File: src/rtl/lock_ctrl_pkg.sv
// Shared types and sizing helpers for the configuration-register lock controller.
package lock_ctrl_pkg;

    typedef enum logic [2:0] {
        UNLOCKED,
        LOCKED,
        KEY1_WAIT,
        DEBUG,
        LOCKOUT
    } lock_state_t;

    localparam int FAIL_W = 3;

    // Enough bits to hold max(timeout, session) - 1, never less than one bit.
    function automatic int timer_w(input int timeout, input int session);
        int m;
        m = (timeout > session) ? timeout : session;
        return (m < 2) ? 1 : $clog2(m);
    endfunction

    localparam int TIMER_W = timer_w(16, 256);

endpackage

File: src/rtl/lock_timer.sv
// Loadable down-counter with a zero flag; serves both the KEY1 window and the debug session.
module lock_timer #(
    parameter int W = 8
) (
    input  logic         clk,
    input  logic         resetn,
    input  logic         i_load,
    input  logic [W-1:0] i_load_val,
    input  logic         i_dec,
    output logic         o_zero
);

    logic [W-1:0] r_cnt;

    always_ff @(posedge clk) begin
        if (!resetn) begin
            r_cnt <= '0;
        end else if (i_load) begin
            r_cnt <= i_load_val;
        end else if (i_dec && (r_cnt != '0)) begin
            r_cnt <= r_cnt - W'(1);
        end
    end

    assign o_zero = (r_cnt == '0);

endmodule

File: src/rtl/register_lock_ctrl.sv
// Lock-policy FSM driving lock_status/debug_unlocked of the locked configuration register.
module register_lock_ctrl
    import lock_ctrl_pkg::*;
#(
    parameter logic [15:0] KEY0     = 16'hA5C3,
    parameter logic [15:0] KEY1     = 16'h3C5A,
    parameter int          TIMEOUT  = 16,
    parameter int          SESSION  = 256,
    parameter int          MAX_FAIL = 3
) (
    input  logic              clk,
    input  logic              resetn,
    input  logic              lock_req,
    input  logic              key_valid,
    input  logic [15:0]       key_data,
    input  logic              debug_exit,
    output logic              lock_status,
    output logic              debug_unlocked,
    output logic              lockout,
    output logic [FAIL_W-1:0] fail_count
);

    localparam int                TW       = timer_w(TIMEOUT, SESSION);
    localparam logic [TW-1:0]     TMO_LD   = TW'(TIMEOUT - 1);
    localparam logic [TW-1:0]     SES_LD   = TW'(SESSION - 1);
    localparam logic [FAIL_W-1:0] FAIL_MAX = FAIL_W'(MAX_FAIL);

    function automatic logic [FAIL_W-1:0] sat_inc(input logic [FAIL_W-1:0] c);
        return (c >= FAIL_MAX) ? FAIL_MAX : c + FAIL_W'(1);
    endfunction

    lock_state_t       r_state;
    lock_state_t       w_state_nxt;
    lock_state_t       w_fail_dst;
    logic [FAIL_W-1:0] r_fail_cnt;
    logic [FAIL_W-1:0] w_fail_nxt;
    logic [FAIL_W-1:0] w_fail_inc;
    logic              r_lock_status;
    logic              r_debug_unlocked;
    logic              r_lockout;
    logic              w_tmr_load;
    logic [TW-1:0]     w_tmr_val;
    logic              w_tmr_dec;
    logic              w_tmr_zero;

    lock_timer #(
        .W(TW)
    ) u_timer (
        .clk       (clk),
        .resetn    (resetn),
        .i_load    (w_tmr_load),
        .i_load_val(w_tmr_val),
        .i_dec     (w_tmr_dec),
        .o_zero    (w_tmr_zero)
    );

    // A failure that reaches the limit escalates straight to the terminal state.
    assign w_fail_inc = sat_inc(r_fail_cnt);
    assign w_fail_dst = (w_fail_inc == FAIL_MAX) ? LOCKOUT : LOCKED;

    always_comb begin
        w_state_nxt = r_state;
        w_fail_nxt  = r_fail_cnt;
        w_tmr_load  = 1'b0;
        w_tmr_val   = '0;
        w_tmr_dec   = 1'b0;
        case (r_state)
            UNLOCKED: begin
                if (lock_req) begin
                    w_state_nxt = LOCKED;
                end
            end
            LOCKED: begin
                if (key_valid) begin
                    if (key_data == KEY0) begin
                        w_state_nxt = KEY1_WAIT;
                        w_tmr_load  = 1'b1;
                        w_tmr_val   = TMO_LD;
                    end else begin
                        w_fail_nxt  = w_fail_inc;
                        w_state_nxt = w_fail_dst;
                    end
                end
            end
            KEY1_WAIT: begin
                // A key in the final window cycle beats expiry.
                if (key_valid) begin
                    if (key_data == KEY1) begin
                        w_state_nxt = DEBUG;
                        w_fail_nxt  = '0;
                        w_tmr_load  = 1'b1;
                        w_tmr_val   = SES_LD;
                    end else begin
                        w_fail_nxt  = w_fail_inc;
                        w_state_nxt = w_fail_dst;
                    end
                end else if (w_tmr_zero) begin
                    w_fail_nxt  = w_fail_inc;
                    w_state_nxt = w_fail_dst;
                end else begin
                    w_tmr_dec = 1'b1;
                end
            end
            DEBUG: begin
                if (debug_exit || w_tmr_zero) begin
                    w_state_nxt = LOCKED;
                end else begin
                    w_tmr_dec = 1'b1;
                end
            end
            LOCKOUT: begin
                w_state_nxt = LOCKOUT;
            end
            default: begin
                w_state_nxt = UNLOCKED;
            end
        endcase
    end

    // Outputs are decoded from the next state so they register alongside it.
    always_ff @(posedge clk) begin
        if (!resetn) begin
            r_state          <= UNLOCKED;
            r_fail_cnt       <= '0;
            r_lock_status    <= 1'b0;
            r_debug_unlocked <= 1'b0;
            r_lockout        <= 1'b0;
        end else begin
            r_state          <= w_state_nxt;
            r_fail_cnt       <= w_fail_nxt;
            r_lock_status    <= (w_state_nxt == LOCKED) || (w_state_nxt == KEY1_WAIT) ||
                                (w_state_nxt == LOCKOUT);
            r_debug_unlocked <= (w_state_nxt == DEBUG);
            r_lockout        <= (w_state_nxt == LOCKOUT);
        end
    end

    assign lock_status    = r_lock_status;
    assign debug_unlocked = r_debug_unlocked;
    assign lockout        = r_lockout;
    assign fail_count     = r_fail_cnt;

endmodule
File: config.mk
export PLATFORM = sky130hd
export DESIGN_NAME = register_lock_ctrl
export DESIGN_NICKNAME = d
export VERILOG_FILES = /design/src/rtl/lock_ctrl_pkg.sv /design/src/rtl/lock_timer.sv /design/src/rtl/register_lock_ctrl.sv
export SDC_FILE = /design/constraint.sdc
export NUM_CORES = 1
export LEC_CHECK = 0
export ABC_CLOCK_PERIOD_IN_PS = 2910
export CAP_MARGIN = 20
export CORE_MARGIN = 3
export CORE_UTILIZATION = 49
export CTS_CLUSTER_DIAMETER = 80
export DETAILED_ROUTE_END_ITERATION = 10
export HOLD_SLACK_MARGIN = 0.08
export PLACE_DENSITY = 0.78
export RECOVER_POWER = 25
export SLEW_MARGIN = 20
export SYNTH_ARGS = -nofsm -noshare
export SYNTH_HDL_FRONTEND = slang
export SYNTH_HIERARCHICAL = 1
export SYNTH_SLANG_ARGS = --single-unit
File: constraint.sdc
create_clock -name clk -period 2.91 [get_ports clk]
set_input_delay 0.291 -clock clk [delete_from_list [all_inputs] [get_ports clk]]
set_output_delay 0.291 -clock clk [all_outputs]
set_load 0.03 [all_outputs]
Word level (Yosys, flattened, before mapping)
Cells that the tools add are included.
{"block": "totals", "wordCells": 65, "ff_bits": 17, "out_inout_bits": 6, "input_bits": 21}
{"block": "op_classes", "add_sub_neg": 2, "mux": 32, "n_eq_ne": 14, "reduce_logical": 10, "magnitude_cmp": 1}
{"op": "$mux W3", "n": 14}
{"op": "$mux W8", "n": 4}
{"op": "$eq A16 B14 Y1 const B", "n": 1}
{"op": "$eq A16 B16 Y1 const B", "n": 1}
{"op": "$pmux W8 S2", "n": 1}
{"op": "$eq A3 B2 Y1 const B", "n": 5}
{"op": "$pmux W3 S5", "n": 1}
{"op": "$logic_not A8 Y1", "n": 1}
{"op": "$mux W4", "n": 2}
{"op": "$reduce_bool A8 Y1", "n": 1}
{"op": "$sub A8 B1 Y8 const B", "n": 1}
{"op": "$mux W1", "n": 7}
{"op": "$eq A3 B1 Y1 const B", "n": 2}
{"op": "$eq A3 B3 Y1 const B", "n": 2}
{"op": "$pmux W3 S2", "n": 1}
{"op": "$ne A2 B2 Y1 const B", "n": 2}
{"op": "$pmux W1 S2", "n": 2}
{"op": "$reduce_and A4 Y1", "n": 1}
{"op": "$reduce_bool A2 Y1", "n": 2}
{"op": "$add A3 B1 Y3 const B", "n": 1}
{"op": "$ge A3 B2 Y1 const B", "n": 1}
{"op": "$logic_not A3 Y1", "n": 1}
{"op": "$logic_or A1 B1 Y1", "n": 3}
{"op": "$ne A3 B3 Y1 const B", "n": 1}
{"op": "$logic_and A1 B1 Y1", "n": 1}

Longest topological paths before layout
{"block": "depth", "depth_word": 10, "mapped_depth": 9, "ltp_nobuf": 9}

Hierarchy
The synthesis kept the hierarchy.
{"module": "register_lock_ctrl", "area_per_inst_um2": 684.4, "seq_area_each_um2": 180.2, "instances": 1, "cells_per_inst": 73}
{"module": "lock_timer", "area_per_inst_um2": 511.7, "seq_area_each_um2": 160.2, "instances": 1, "cells_per_inst": 59}

Worst setup path before layout
No wires, ideal clock.
{"block": "synth_timing", "kind": "flip-flop to flip-flop", "startpoint": "reg u_timer.r_cnt[2]", "endpoint": "reg r_fail_cnt[2] (netlist: fail_count[2])", "arrival_time_ns": 2.391, "n_path_buf": 0, "t_required_ns": 2.838, "path_stages_with_launch": 8, "period_less_slack_ns": 2.463, "setup_time_ns": 0.072, "path_slack_ns": 0.447, "cell_sequence": "dfxtp_1 > or4_4 > nor4_1 > nor2_1 > mux2i_1 > nor3_1 > or4_1 > a21oi_1"}
{"block": "synth_between", "elab_chain_cells": 3}
{"element": "start, declared", "line": "lock_timer.sv:13", "text": "logic [W-1:0] r_cnt;"}
{"element": "start signal, assigned", "line": "lock_timer.sv:19", "text": "r_cnt <= i_load_val;"}
{"element": "start signal, assigned", "line": "lock_timer.sv:21", "text": "r_cnt <= r_cnt - W'(1);"}
{"element": "$logic_not A8 Y1", "line": "lock_timer.sv:25", "text": "assign o_zero = (r_cnt == '0);"}
{"element": "net w_tmr_zero", "line": "register_lock_ctrl.sv:44", "text": "logic w_tmr_zero;"}
{"element": "$ne A3 B3 Y1 (no line)"}
{"element": "$reduce_and A4 Y1 (no line)"}
{"element": "end signal, assigned", "line": "register_lock_ctrl.sv:130", "text": "r_fail_cnt <= w_fail_nxt;"}
{"element": "end, declared", "line": "register_lock_ctrl.sv:35", "text": "logic [FAIL_W-1:0] r_fail_cnt;"}
The timed path passes the listed nets, and every way through them passes these cells.
A chain may end at the register's enable or synchronous reset.

Final worst setup path
{"block": "layout_timing", "startpoint": "reg u_timer.r_cnt[0]", "endpoint": "reg u_timer.r_cnt[1]"}
{"block": "layout_between", "elab_chain_cells": 6, "elab_cells_between_ends": 12, "cone_classes": "1 x add/sub; 6 x mux; 5 x reduce/logical"}
{"element": "$logic_not A8 Y1 *", "line": "lock_timer.sv:25"}
{"element": "net w_tmr_zero", "line": "register_lock_ctrl.sv:44"}
{"element": "$mux W1 / $logic_or A1 B1 Y1 (equally long branches)", "line": "register_lock_ctrl.sv:97, register_lock_ctrl.sv:105"}
{"element": "$mux W1, on equally long branches", "line": "register_lock_ctrl.sv:87, register_lock_ctrl.sv:105"}
{"element": "$pmux W1 S2 *", "line": "register_lock_ctrl.sv:67", "text": "case (r_state)"}
{"element": "net w_tmr_dec", "line": "register_lock_ctrl.sv:43", "text": "logic w_tmr_dec;"}
{"element": "$logic_and A1 B1 Y1 *", "line": "lock_timer.sv:20", "text": "end else if (i_dec && (r_cnt != '0)) begin"}
{"element": "$reduce_bool A2 Y1 (no line) *"}
Mark *: on every way through the listed nets, which the timed path passes. The rest lies on a longest branch. The select of a mux whose other input is x is not followed.

==> metrics.cfg <==
[run_status]
outcome=complete, no violations

[clock_tree]
cts_tree=done
clock_latency_ps=300
cts_sinks=17
cts_buffer_depth=2
cts_hold_buf=0
cts_root_buffer=clkbuf_4
clk_pin_slew_ps=100
cts_htree_levels=1
numCtsBuffers=3

[routing]
dr_total_vias=1136
wl_per_cell_um=14.2
wl_mm=2.67
first_pass_iters=4
vias_per_cell=6.04
drc=0
ant_nets=0
drt_iter0_markers=31

[sta]
fmax_mhz=387
worst_slack_ps=329
fin_worst_skew_ps=1.87
slew_violations=0
period_share=0.887
fin_setup_tns_ps=0
final_hold_viol_count=0
rsz0062_at_grt=no
worst_pin_slew_ps=624
setup_viol=0
layout_min_cycle_time_ps=2580
relSlewSlack=0.584

[global_routing]
grt_pass1_vias=1104
grt_max_degree=12
met1_usage=0.229
grtUsageMet3=0.0397
grt-ovfl-total=0
grt_usage=0.189
busiest_layer=met2
antenna_found_initial=0
use_met2=0.316
grt_first_pass_wirelength_mm=4.73

[worst_setup_path]
worstSetupStartpointType=flop
end_kind=flop
worstPathArrival_ps=2830
crit_top_cell=inv_1
cp.required_ps=3160
cpPeakStageDelay_ps=680
crit_chain=inv_1 > ha_1 > inv_1 > nor4_2 > a2111oi_4 > o41ai_4 > or4b_2 > nand3_1
rr_startpoint=u_timer/r_cnt[0]
crit_family=simple AND/OR/NAND/NOR gates
path_depth=8
critical-path-slowest-cell=or4b_2
timing.rr.end=u_timer/r_cnt[1]
cp_max_fo=8
crit_type=reg2reg
reg2reg_slack_ps=330
r2r_cells=8
crit_buf_inv=2

[cells_and_area]
mostFrequentLayoutCell=clkdlybuf4s50_1
most-common-layout-cells=clkdlybuf4s50_1, dfxtp_1, a21oi_1
final_util=0.673
layout-drive-gt1-share=0.131
syn2layout_area_growth_pct=26.8
diodes=0
final_net_count=186
postLayoutCellArea_sq_um=1520

[synth]
synth.ff_latch_count=17
synth.area.top_cells=dfxtp_1, a21oi_1, ha_1, nor4bb_1, o21ai_0
synth_top_area_frac=0.285
avgSynthCellArea_sq_um=9.06
synth_edf_count=0
synth_cell_types=50
synthArstFlopShare=0
syn_area_sq_um=1200
yosysWarnings=6
syn_inst=132
syn_nets=157
ys_seq_area_frac=0.285
ys.flop_type=dfxtp_1
yosys.area.top_type=dfxtp_1

[placed_design]
io_buffers=26
place.gp.congestion=0.850
dpl_cell_area_sq_um=1480
pre_cts_slack_ps=194
dp_hpwl_mm=2.06

[die]
coreArea_sq_um=2250
die_w_um=55.4
die_area_sq_um=3070
rows=17
die_h_um=55.4
initial_core_util=0.531
io_pins=27

[power]
ir_drop_mv=0.287
total_leakage_power_nw=0.547
cellPowerDensity_nw_per_um2=337
power_mw=0.511

[min_path]
hp-start=u_timer/r_cnt[1]
hold_path.class=reg2reg
hold_depth=2
whs_endpoint=u_timer/r_cnt[1]

[job]
maxCapViolCount=0

-- how the worst max path moves through the flow --
stage                      from          endpoint  slack (ps)
3_3_place_gp   u_timer/r_cnt[2]     fail_count[2]         340
5_1_grt        u_timer/r_cnt[0]  u_timer/r_cnt[1]         220
6_report       u_timer/r_cnt[0]  u_timer/r_cnt[1]         330
4_1_cts        u_timer/r_cnt[2]     fail_count[2]         180
2_1_floorplan  u_timer/r_cnt[2]     fail_count[2]         450
3_5_place_dp   u_timer/r_cnt[2]     fail_count[2]         190
-- worst min-delay path: stages, from the launching register on --
cell and delay, ps:
dfxtp_1 340, nand4_1 70, nand3_1 50
-- registers in the layout, indices dropped and copies added (netlist names) --
name	count
lock_status	1
debug_unlocked	1
u_timer/r_cnt	8
lockout	1
fail_count	3
r_state	3
-- report_power, final --
group	switching [mW]	internal [mW]
sequential	0.0135	0.242
combinational	0.0569	0.0643
clock	0.0815	0.0535
total	0.152	0.360
-- Yosys cell counts, drive strengths merged (3+ instances only) --
cell	count
a31oi	3
a21oi	11
nand2b	5
and2	3
dfxtp	17
nor4bb	4
o31ai	3
or4	4
ha	4
o21ai	8
nand2	4
nor3b	5
nand3	5
xnor2	3
nor2	7
inv	7
-- stage by stage --
stage          hold slack (ps)  std cells
2_1_floorplan              468        132
3_3_place_gp               492        184
3_5_place_dp               497        184
4_1_cts                    513        188
5_1_grt                    537        188
6_report                   511        188
-- cells by family (layout without fill, tap and decap cells) --
logic type	after synthesis	in the layout	share of synthesized area
simple gates	52	52	0.315
compound gates	42	42	0.276
flops	17	17	0.285
buf+inv	12	40	0.0439
fa+ha+maj	4	4	0.0418
xor+xnor	3	3	0.0220
mux	2	2	0.0167
-- routing by layer --
layer	routed length, um	vias to the layer above	share of wire
met3	125	7	0.047
met2	1270	33	0.47
met1	1220	524	0.46
li1	-	572	-
met5	0	-	0
met4	56	0	0.021
-- layout make-up --
class / instances / area (sq um)
clock buffers: 4 / 26.3
well taps: 28 / 35.0
multi-input cells: 103 / 810
fillers: 210 / 738
inverters: 8 / 30.0
flip-flops and latches: 17 / 340
repair buffers: 28 / 275
-- repair_timing --
action                                  4_1_cts  5_1_grt
gates resized for setup                       0        1
endpoints found under the setup margin        0        1
setup buffers                                 0        0
No activity file was read; power rests on OpenSTA's default activity.
